<file path="config.mk">
export PLATFORM = sky130hd
export DESIGN_NAME = div_seq_ctrl_flat
export DESIGN_NICKNAME = d
export VERILOG_FILES = /design/src/rtl/div_pkg.sv /design/src/rtl/div_seq_ctrl_if.sv /design/src/rtl/div_seq_ctrl_lzc33.sv /design/src/rtl/div_seq_ctrl.sv /design/src/flat_wrapper.sv
export SDC_FILE = /design/constraint.sdc
export NUM_CORES = 1
export LEC_CHECK = 0
export ABC_AREA = 1
export CORE_UTILIZATION = 35
export CTS_CLUSTER_SIZE = 14
export DETAILED_ROUTE_END_ITERATION = 10
export GPL_TIMING_DRIVEN = 0
export PLACE_DENSITY_LB_ADDON = 0.2
export SYNTH_ARGS = -nofsm -noshare
export SYNTH_HDL_FRONTEND = slang
export SYNTH_SLANG_ARGS = --single-unit
</file>
<file path="constraint.sdc">
create_clock -name clk -period 2.8 [get_ports clk]
set_input_delay 0.56 -clock clk [delete_from_list [all_inputs] [get_ports clk]]
set_output_delay 0.56 -clock clk [all_outputs]
set_load 0.02 [all_outputs]
</file>
<file path="src/rtl/div_pkg.sv">
// Shared definitions for the divider sequencing controller.
// Contents: operation encodings, FSM state type, data widths and the
// 33-bit magnitude helper used to prepare core operands.
package div_pkg;

    localparam int DATA_W = 32;
    localparam int OPU_W  = DATA_W + 1;
    localparam int LZC_W  = 6;

    // req_op encodings; bit 0 = unsigned, bit 1 = remainder
    localparam logic [1:0] OP_DIV  = 2'b00;
    localparam logic [1:0] OP_DIVU = 2'b01;
    localparam logic [1:0] OP_REM  = 2'b10;
    localparam logic [1:0] OP_REMU = 2'b11;

    typedef enum logic [1:0] {
        ST_IDLE = 2'b00,
        ST_PREP = 2'b01,
        ST_RUN  = 2'b10,
        ST_DONE = 2'b11
    } div_state_e;

    // Magnitude of a 32-bit operand widened to 33 bits. Negating the
    // sign-extended value keeps 0x80000000 representable as +2^31.
    function automatic logic [OPU_W-1:0] abs33(input logic [DATA_W-1:0] v,
                                               input logic              sgn);
        logic [OPU_W-1:0] ext;
        ext = {sgn & v[DATA_W-1], v};
        return (sgn & v[DATA_W-1]) ? (~ext + OPU_W'(1)) : ext;
    endfunction

endpackage

</file>
<file path="src/rtl/div_seq_ctrl_if.sv">
// Request/response bus between a requester and div_seq_ctrl.
// Signals: req_valid/req_ready/req_op/req_a/req_b (request channel),
//          rsp_valid/rsp_ready/rsp_data (response channel).
// Modports: master = requester side, slave = controller side.
interface div_seq_ctrl_if;
    import div_pkg::*;

    logic              req_valid;
    logic              req_ready;
    logic [1:0]        req_op;
    logic [DATA_W-1:0] req_a;
    logic [DATA_W-1:0] req_b;
    logic              rsp_valid;
    logic              rsp_ready;
    logic [DATA_W-1:0] rsp_data;

    modport master (
        output req_valid, req_op, req_a, req_b, rsp_ready,
        input  req_ready, rsp_valid, rsp_data
    );

    modport slave (
        input  req_valid, req_op, req_a, req_b, rsp_ready,
        output req_ready, rsp_valid, rsp_data
    );

endinterface

</file>
<file path="src/rtl/div_seq_ctrl_lzc33.sv">
// lzc33: leading-zero count of a 33-bit value.
// Ports: i_val (33-bit input), o_cnt (6-bit count, 33 when i_val is zero).
module lzc33
    import div_pkg::*;
(
    input  logic [OPU_W-1:0] i_val,
    output logic [LZC_W-1:0] o_cnt
);

    // Ascending scan: the highest set bit is the last one to write o_cnt.
    always_comb begin
        o_cnt = LZC_W'(OPU_W);
        for (int i = 0; i < OPU_W; i++) begin
            if (i_val[i]) begin
                o_cnt = LZC_W'(OPU_W - 1 - i);
            end
        end
    end

endmodule

</file>
<file path="src/rtl/div_seq_ctrl.sv">
// div_seq_ctrl: sequences one divide/remainder request through an external
// iterative divider core (IDLE -> PREP -> RUN -> DONE).
// Ports:
//   clk, rst_n          clock, asynchronous active-low reset
//   bus (slave)         request/response handshake (div_seq_ctrl_if)
//   flush / busy        abort current operation / controller not idle
//   dv_a, dv_b, dv_sign raw operands and signedness for the core
//   dv_en               core enable, high throughout RUN
//   dv_a_opuns/b_opuns  33-bit operand magnitudes
//   dv_n1, dv_n2        leading-zero counts of the magnitudes
//   dv_quo, dv_rem      core results; dv_busy core stall indication
// Build option: define DIV_RESULT_CACHE_EN to add a last-result cache that
// answers a repeated (a, b, signedness) request straight from IDLE to DONE.
module div_seq_ctrl
    import div_pkg::*;
(
    input  logic              clk,
    input  logic              rst_n,
    div_seq_ctrl_if.slave     bus,
    input  logic              flush,
    output logic              busy,
    output logic [DATA_W-1:0] dv_a,
    output logic [DATA_W-1:0] dv_b,
    output logic              dv_sign,
    output logic              dv_en,
    output logic [OPU_W-1:0]  dv_a_opuns,
    output logic [OPU_W-1:0]  dv_b_opuns,
    output logic [LZC_W-1:0]  dv_n1,
    output logic [LZC_W-1:0]  dv_n2,
    input  logic [DATA_W-1:0] dv_quo,
    input  logic [DATA_W-1:0] dv_rem,
    input  logic              dv_busy
);

    div_state_e        r_state;
    div_state_e        w_next;
    logic              r_rst_done;   // keeps req_ready low until first edge after reset
    logic              r_first_run;  // marks the core start cycle
    logic              r_op_rem;
    logic [DATA_W-1:0] r_dv_a;
    logic [DATA_W-1:0] r_dv_b;
    logic              r_dv_sign;
    logic [OPU_W-1:0]  r_a_opuns;
    logic [OPU_W-1:0]  r_b_opuns;
    logic [LZC_W-1:0]  r_n1;
    logic [LZC_W-1:0]  r_n2;
    logic [DATA_W-1:0] r_quo;
    logic [DATA_W-1:0] r_rem;

    logic              w_ready;
    logic              w_accept;
    logic              w_capture;
    logic [OPU_W-1:0]  w_a_abs;
    logic [OPU_W-1:0]  w_b_abs;
    logic [LZC_W-1:0]  w_n1;
    logic [LZC_W-1:0]  w_n2;

`ifdef DIV_RESULT_CACHE_EN
    logic [DATA_W-1:0] r_c_a;
    logic [DATA_W-1:0] r_c_b;
    logic              r_c_sign;
    logic [DATA_W-1:0] r_c_quo;
    logic [DATA_W-1:0] r_c_rem;
    logic              r_c_vld;
    logic              w_hit;

    assign w_hit = r_c_vld && (bus.req_a == r_c_a) && (bus.req_b == r_c_b)
                   && (~bus.req_op[0] == r_c_sign);
`endif

    assign w_a_abs = abs33(r_dv_a, r_dv_sign);
    assign w_b_abs = abs33(r_dv_b, r_dv_sign);

    lzc33 u_lzc_a (.i_val(w_a_abs), .o_cnt(w_n1));
    lzc33 u_lzc_b (.i_val(w_b_abs), .o_cnt(w_n2));

    always_comb begin
        w_next        = r_state;
        w_capture     = 1'b0;
        w_ready       = r_rst_done && (r_state == ST_IDLE) && !dv_busy && !flush;
        w_accept      = w_ready && bus.req_valid;
        bus.req_ready = w_ready;
        bus.rsp_valid = (r_state == ST_DONE);
        bus.rsp_data  = r_op_rem ? r_rem : r_quo;
        dv_en         = (r_state == ST_RUN);
        busy          = (r_state != ST_IDLE);

        case (r_state)
            ST_IDLE: begin
                if (w_accept) begin
`ifdef DIV_RESULT_CACHE_EN
                    w_next = w_hit ? ST_DONE : ST_PREP;
`else
                    w_next = ST_PREP;
`endif
                end
            end
            ST_PREP: w_next = ST_RUN;
            ST_RUN: begin
                // The core's stall flag is only meaningful after its start cycle.
                if (!r_first_run && !dv_busy) begin
                    w_capture = 1'b1;
                    w_next    = ST_DONE;
                end
            end
            ST_DONE: begin
                if (bus.rsp_ready) begin
                    w_next = ST_IDLE;
                end
            end
            default: w_next = ST_IDLE;
        endcase

        if (flush) begin
            w_next    = ST_IDLE;
            w_capture = 1'b0;
        end
    end

    always_ff @(posedge clk or negedge rst_n) begin
        if (!rst_n) begin
            r_state     <= ST_IDLE;
            r_rst_done  <= 1'b0;
            r_first_run <= 1'b0;
            r_op_rem    <= 1'b0;
            r_dv_a      <= '0;
            r_dv_b      <= '0;
            r_dv_sign   <= 1'b0;
            r_a_opuns   <= '0;
            r_b_opuns   <= '0;
            r_n1        <= '0;
            r_n2        <= '0;
            r_quo       <= '0;
            r_rem       <= '0;
        end else begin
            r_state     <= w_next;
            r_rst_done  <= 1'b1;
            r_first_run <= (r_state == ST_PREP);
            // accept stage
            if (w_accept) begin
                r_dv_a    <= bus.req_a;
                r_dv_b    <= bus.req_b;
                r_dv_sign <= ~bus.req_op[0];
                r_op_rem  <= bus.req_op[1];
            end
            // operand preparation stage
            if (r_state == ST_PREP) begin
                r_a_opuns <= w_a_abs;
                r_b_opuns <= w_b_abs;
                r_n1      <= w_n1;
                r_n2      <= w_n2;
            end
            // result capture stage
            if (w_capture) begin
                r_quo <= dv_quo;
                r_rem <= dv_rem;
            end
`ifdef DIV_RESULT_CACHE_EN
            if (w_accept && w_hit) begin
                r_quo <= r_c_quo;
                r_rem <= r_c_rem;
            end
`endif
        end
    end

`ifdef DIV_RESULT_CACHE_EN
    always_ff @(posedge clk or negedge rst_n) begin
        if (!rst_n) begin
            r_c_a    <= '0;
            r_c_b    <= '0;
            r_c_sign <= 1'b0;
            r_c_quo  <= '0;
            r_c_rem  <= '0;
            r_c_vld  <= 1'b0;
        end else if (flush) begin
            r_c_vld <= 1'b0;
        end else if (w_capture) begin
            r_c_a    <= r_dv_a;
            r_c_b    <= r_dv_b;
            r_c_sign <= r_dv_sign;
            r_c_quo  <= dv_quo;
            r_c_rem  <= dv_rem;
            r_c_vld  <= 1'b1;
        end
    end
`endif

    assign dv_a       = r_dv_a;
    assign dv_b       = r_dv_b;
    assign dv_sign    = r_dv_sign;
    assign dv_a_opuns = r_a_opuns;
    assign dv_b_opuns = r_b_opuns;
    assign dv_n1      = r_n1;
    assign dv_n2      = r_n2;

endmodule

</file>
<file path="src/flat_wrapper.sv">
// flat-port wrapper written by rule: the top's interface ports become plain ports
module div_seq_ctrl_flat import div_pkg::*;
  (clk, rst_n, flush, busy, dv_a, dv_b, dv_sign, dv_en, dv_a_opuns, dv_b_opuns, dv_n1, dv_n2, dv_quo, dv_rem, dv_busy, bus_req_valid, bus_req_op, bus_req_a, bus_req_b, bus_rsp_ready, bus_req_ready, bus_rsp_valid, bus_rsp_data);
  div_seq_ctrl_if bus_i ();
  input  logic clk;
  input  logic rst_n;
  input  logic flush;
  output logic busy;
  output logic [DATA_W-1:0] dv_a;
  output logic [DATA_W-1:0] dv_b;
  output logic dv_sign;
  output logic dv_en;
  output logic [OPU_W-1:0] dv_a_opuns;
  output logic [OPU_W-1:0] dv_b_opuns;
  output logic [LZC_W-1:0] dv_n1;
  output logic [LZC_W-1:0] dv_n2;
  input  logic [DATA_W-1:0] dv_quo;
  input  logic [DATA_W-1:0] dv_rem;
  input  logic dv_busy;
  input wire logic [$bits(bus_i.req_valid)-1:0] bus_req_valid;
  input wire logic [$bits(bus_i.req_op)-1:0] bus_req_op;
  input wire logic [$bits(bus_i.req_a)-1:0] bus_req_a;
  input wire logic [$bits(bus_i.req_b)-1:0] bus_req_b;
  input wire logic [$bits(bus_i.rsp_ready)-1:0] bus_rsp_ready;
  output wire logic [$bits(bus_i.req_ready)-1:0] bus_req_ready;
  output wire logic [$bits(bus_i.rsp_valid)-1:0] bus_rsp_valid;
  output wire logic [$bits(bus_i.rsp_data)-1:0] bus_rsp_data;
  assign bus_i.req_valid = bus_req_valid;
  assign bus_i.req_op = bus_req_op;
  assign bus_i.req_a = bus_req_a;
  assign bus_i.req_b = bus_req_b;
  assign bus_i.rsp_ready = bus_rsp_ready;
  assign bus_req_ready = bus_i.req_ready;
  assign bus_rsp_valid = bus_i.rsp_valid;
  assign bus_rsp_data = bus_i.rsp_data;
  div_seq_ctrl u_core (.clk(clk), .rst_n(rst_n), .bus(bus_i), .flush(flush), .busy(busy), .dv_a(dv_a), .dv_b(dv_b), .dv_sign(dv_sign), .dv_en(dv_en), .dv_a_opuns(dv_a_opuns), .dv_b_opuns(dv_b_opuns), .dv_n1(dv_n1), .dv_n2(dv_n2), .dv_quo(dv_quo), .dv_rem(dv_rem), .dv_busy(dv_busy));
endmodule
</file>
==> tab_implementation.tex <==
\begin{tabular}{lr}
\hline
Metric & Value \\
\hline
\multicolumn{2}{l}{\textbf{Worst setup path}} \\
\quad Category of the most critical setup path & flop to flop \\
\quad Data arrival, critical path & roughly 3.3 ns \\
\quad Reg-to-Reg Start & u\_core.dv\_b[0]\$\_DFFE\_PN0P\_ \\
\quad Critical Path End & u\_core.dv\_n2[1]\$\_DFFE\_PN0P\_ \\
\quad Critical Path Start Type & flop \\
\quad Worst reg2reg path endpoint & u\_core.dv\_n2[1]\$\_DFFE\_PN0P\_ \\
\quad Required time of the critical path & 3.23 ns \\
\quad R2R Setup Slk & -0.02 ns \\
\quad Crit Path Max Fanout & 4 \\
\quad Start point of the critical path & u\_core.dv\_b[0]\$\_DFFE\_PN0P\_ \\
\quad Type of element capturing the critical path & flop \\
\quad Path depth of the worst reg2reg path & 16 \\
\multicolumn{2}{l}{\textbf{Clock tree}} \\
\quad CTS clk-pin slew, worst paths & around 0.060 ns \\
\quad TritonCTS clock tree & built \\
\quad Maximum clock path buffer count & 3 \\
\quad Count of H-tree levels built during CTS & 1 \\
\quad Worst-skew pair later-pin latency & roughly 0.53 ns \\
\quad Sink Count & 212 \\
\quad Buffer type at the clock tree root & clkbuf\_16 \\
\quad Number of buffers created by CTS & 26 \\
\quad Post-CTS Hold Fix Bufs & 0 \\
\multicolumn{2}{l}{\textbf{Outcome}} \\
\quad Failing checks & setup timing \\
\quad Run status & complete, but fails checks \\
\multicolumn{2}{l}{\textbf{Power and ir drop}} \\
\quad Internal power & 12.0 mW \\
\quad Switching Share & roughly 45\% \\
\quad Peak supply drop & between 0.0006 and 0.0007 V \\
\quad Static leakage power & roughly 7.5 nW \\
\quad Power per standard cell area & roughly 1300 nW/um\^{}2 \\
\quad Part of the total power dissipated in the clock network & between 15 and 20\% \\
\quad Net Sw Power & 9.61 mW \\
\quad Power Total & about 22 mW \\
\quad Combinational share of power & 56.3\% \\
\quad Power share of the sequential group & 26.5\% \\
\multicolumn{2}{l}{\textbf{Timing}} \\
\quad Final setup vio count & 6 \\
\quad Total count of max-transition violations in the final report & 0 \\
\quad Layout Skew & $\sim$0.023 ns \\
\quad Max Clk Rate & 0.355 GHz \\
\quad Endpoints failing hold & 0 \\
\quad Least-Margin Pin Slew & about 0.8 ns \\
\quad RSZ-0062 raised after global routing & yes \\
\quad Post-route clock period utilization & 101\% \\
\quad Minimum period implied by the final worst setup slack & roughly 2.8 ns \\
\quad Minimum setup slack in the final design & -0.0194 ns \\
\quad Worst relative slew slack & roughly half \\
\quad Setup\_tns & -0.0459 ns \\
\quad Worst hold slack & between 0.06 and 0.07 ns \\
\multicolumn{2}{l}{\textbf{Global routing}} \\
\quad Vias in the first global route & about 10,000 \\
\quad Pin count of the biggest net entering global routing & around 120 \\
\quad Wire length of the first global-routing pass & 55.2 mm \\
\quad Total congestion overflow & 0 \\
\quad Antenna violations before repair & 0 \\
\quad Total routing usage reported by global routing & 22.6\% \\
\multicolumn{2}{l}{\textbf{Synth}} \\
\quad Yosys warning total & 0 \\
\quad Most area-hungry cell type in the Yosys netlist & dfrtp\_1 \\
\quad Mapped Nets & around 1,500 \\
\quad Most used flip-flop cell after synthesis & dfrtp\_1 \\
\quad Seq cells post-synth & $\sim$210 \\
\quad Synthesized area & approximately 11,000 sq um \\
\quad Most frequently used cell type in the post-synthesis netlist & nand2\_1 \\
\quad Syn avg cell area & 8.15 sq um \\
\quad Leading post-synthesis cells by cell area & dfrtp\_1, nand2\_1, o21ai\_0 \\
\quad Proportion of synthesized chip area in sequential cells & between 40\% and 50\% \\
\quad Number of enable flip-flop cells after synthesis & 0 \\
\quad Asr flop ratio synth & 100\% \\
\quad Count of distinct cell types in the synthesized netlist & 46 \\
\quad Fraction of synthesized cell area taken by the top area cell type & between 40\% and 50\% \\
\quad Post-synth top cells & nand2\_1, dfrtp\_1, o21ai\_0 \\
\quad Number of cells produced by synthesis & 1,315 \\
\multicolumn{2}{l}{\textbf{Floorplanning}} \\
\quad Effective utilization at floorplan & between 30\% and 40\% \\
\quad Die Span X & about 180 um \\
\quad Vertical extent of the die & 177 um \\
\quad Number of standard-cell rows in the floorplan & 63 \\
\quad DIE AREA & 31,300 sq um \\
\quad Top-Level Pins & 315 \\
\quad Std-Cell Core Area & around 30,000 sq um \\
\multicolumn{2}{l}{\textbf{Routing}} \\
\quad Number of detailed-route iterations in the first pass & 7 \\
\quad DRC violation total after the first TritonRoute iteration & 494 \\
\quad Routed wirelength normalized by instance count & 17.0 um \\
\quad Post-route DRC & 0 \\
\quad Remaining antenna violation count & 0 \\
\quad Total length of routed wires & $\sim$36 mm \\
\quad Total via count in the routed design & $\sim$10,000 \\
\quad Drt via density & $\sim$4.8 \\
\multicolumn{2}{l}{\textbf{Final layout}} \\
\quad Net count reported at finish & between 1,500 and 2,000 \\
\quad Number of antenna cells inserted & 0 \\
\quad Final design utilization & between 50\% and 60\% \\
\quad Area growth from synthesis to final layout & 51.5\% \\
\quad Share of cells above drive strength 1 & 16.5\% \\
\multicolumn{2}{l}{\textbf{Run}} \\
\quad Max-capacitance violation count & 0 \\
\multicolumn{2}{l}{\textbf{Placement}} \\
\quad Pre-CTS setup slack & -1.10 ns \\
\quad Placer's final routability congestion estimate & 0.854 \\
\quad Estimated wirelength of the detail-placed design & $\sim$27 mm \\
\quad IO Port Bufs & 314 \\
\multicolumn{2}{l}{\textbf{Hold path}} \\
\quad Min-Delay Path Class & input pin to asynchronous set/reset pin \\
\hline
\end{tabular}
## what timing repair did
action | CTS | global route
buffers inserted | 28 | 26
endpoints found under the setup margin | 118 | 69
gates resized for setup | 65 | 89
pin swaps | 18 | 35
## layout by cell type (no fill, tap or decap), types with 8 or more instances in the layout
cell type / count
nor2_1: 85
nor2_4: 12
a21oi_1: 35
dlymetal6s2s_1: 18
mux2_2: 32
inv_2: 23
clkdlybuf4s50_1: 290
nand3_1: 43
o21ai_0: 161
xor2_1: 22
inv_1: 137
nand2_2: 19
clkbuf_16: 27
nand3_2: 11
clkbuf_1: 30
buf_4: 54
dfrtp_1: 207
nand3b_1: 8
xor2_2: 11
nand2_1: 357
## worst max-delay path, cell delays in order (launching register included)
cell,delay [ns]
dfrtp_1,0.39
inv_2,0.11
ha_4,0.15
nand4_1,0.20
nand3b_1,0.29
buf_4,0.17
nand3b_1,0.14
nand2_1,0.11
xor2_2,0.19
nand2_1,0.10
a21oi_1,0.19
o21ai_0,0.12
a31oi_1,0.14
o21ai_1,0.08
nand2_1,0.10
a21oi_2,0.07
a21o_1,0.15
## per-layer routing
metal | vias to the layer above | track usage, % | share of wire, %
met2 | 324 | 38.8 | 47
met4 | 0 | 3.59 | 1.3
met3 | 30 | 5.20 | 7.7
met5 | - | 0 | 0
li1 | 4974 | - | -
met1 | 4790 | 29.3 | 44
## worst min-delay path by stage
stage	to	start	slack [ns]
6_report	u_core.r_rem[8]$_DFFE_PN0P_	rst_n	0.06
3_3_place_gp	u_core.dv_n2[1]$_DFFE_PN0P_	u_core.dv_n2[1]$_DFFE_PN0P_	0.46
4_1_cts	u_core.dv_n2[2]$_DFFE_PN0P_	rst_n	0.1
3_5_place_dp	u_core.dv_n2[3]$_DFFE_PN0P_	u_core.dv_n2[3]$_DFFE_PN0P_	0.47
5_1_grt	u_core.r_quo[8]$_DFFE_PN0P_	rst_n	0.13
2_1_floorplan	u_core.dv_a[0]$_DFFE_PN0P_	rst_n	0.26
## cell type report
| type | instances | area [sq um] |
|---|---|---|
| plain buffers | 55 | 269 |
| flip-flops and latches | 212 | 5310 |
| repair buffers | 368 | 3620 |
| fillers | 2750 | 13600 |
| inverters | 161 | 607 |
| clock buffers | 35 | 766 |
| well taps | 390 | 488 |
| multi-input cells | 887 | 4980 |
| clock inverters | 13 | 198 |
## kinds of logic (layout without fill, tap and decap cells)
kind of cell / after synthesis / in the layout / synth area share [%]
XOR/XNOR: 35 / 35 / 3.07
flip-flops: 212 / 212 / 49.5
AO/OA/AOI/OAI: 226 / 226 / 11.3
buffers and inverters: 216 / 632 / 7.90
other: 1 / 1 / 0.0350
multiplexers: 32 / 32 / 3.36
AND/OR/NAND/NOR: 587 / 587 / 24.2
adder cells (fa/ha/maj): 6 / 6 / 0.700
## power groups by stage
stage / Clock, mW / Combinational [mW] / Sequential [mW]
floorplan: 0 / 5.13 / 6.65
global placement: 0 / 10.8 / 5.69
detailed placement: 0 / 10.9 / 5.71
CTS: 3.80 / 11.6 / 5.69
global route: 3.93 / 13.3 / 5.89
finish: 3.72 / 12.2 / 5.72
## metrics by stage
stage / instances / instance area [sq um]
floorplan: 1315 / 10700
global placement: 2019 / 14400
CTS: 2096 / 15800
finish: 2121 / 16200
global route: 2121 / 16200
detailed placement: 2020 / 14400
## state kept, by name, summed over array words and instances (netlist names)
name and cells:
u_core.dv_a 32, u_core.dv_a_opuns 33, u_core.dv_b 32, u_core.dv_b_opuns 33
u_core.dv_n1 6, u_core.dv_n2 6, u_core.dv_sign 1, u_core.r_first_run 1
u_core.r_op_rem 1, u_core.r_quo 32, u_core.r_rem 32, u_core.r_rst_done 1
u_core.r_state 2
Power figures use the tool's default switching activity.
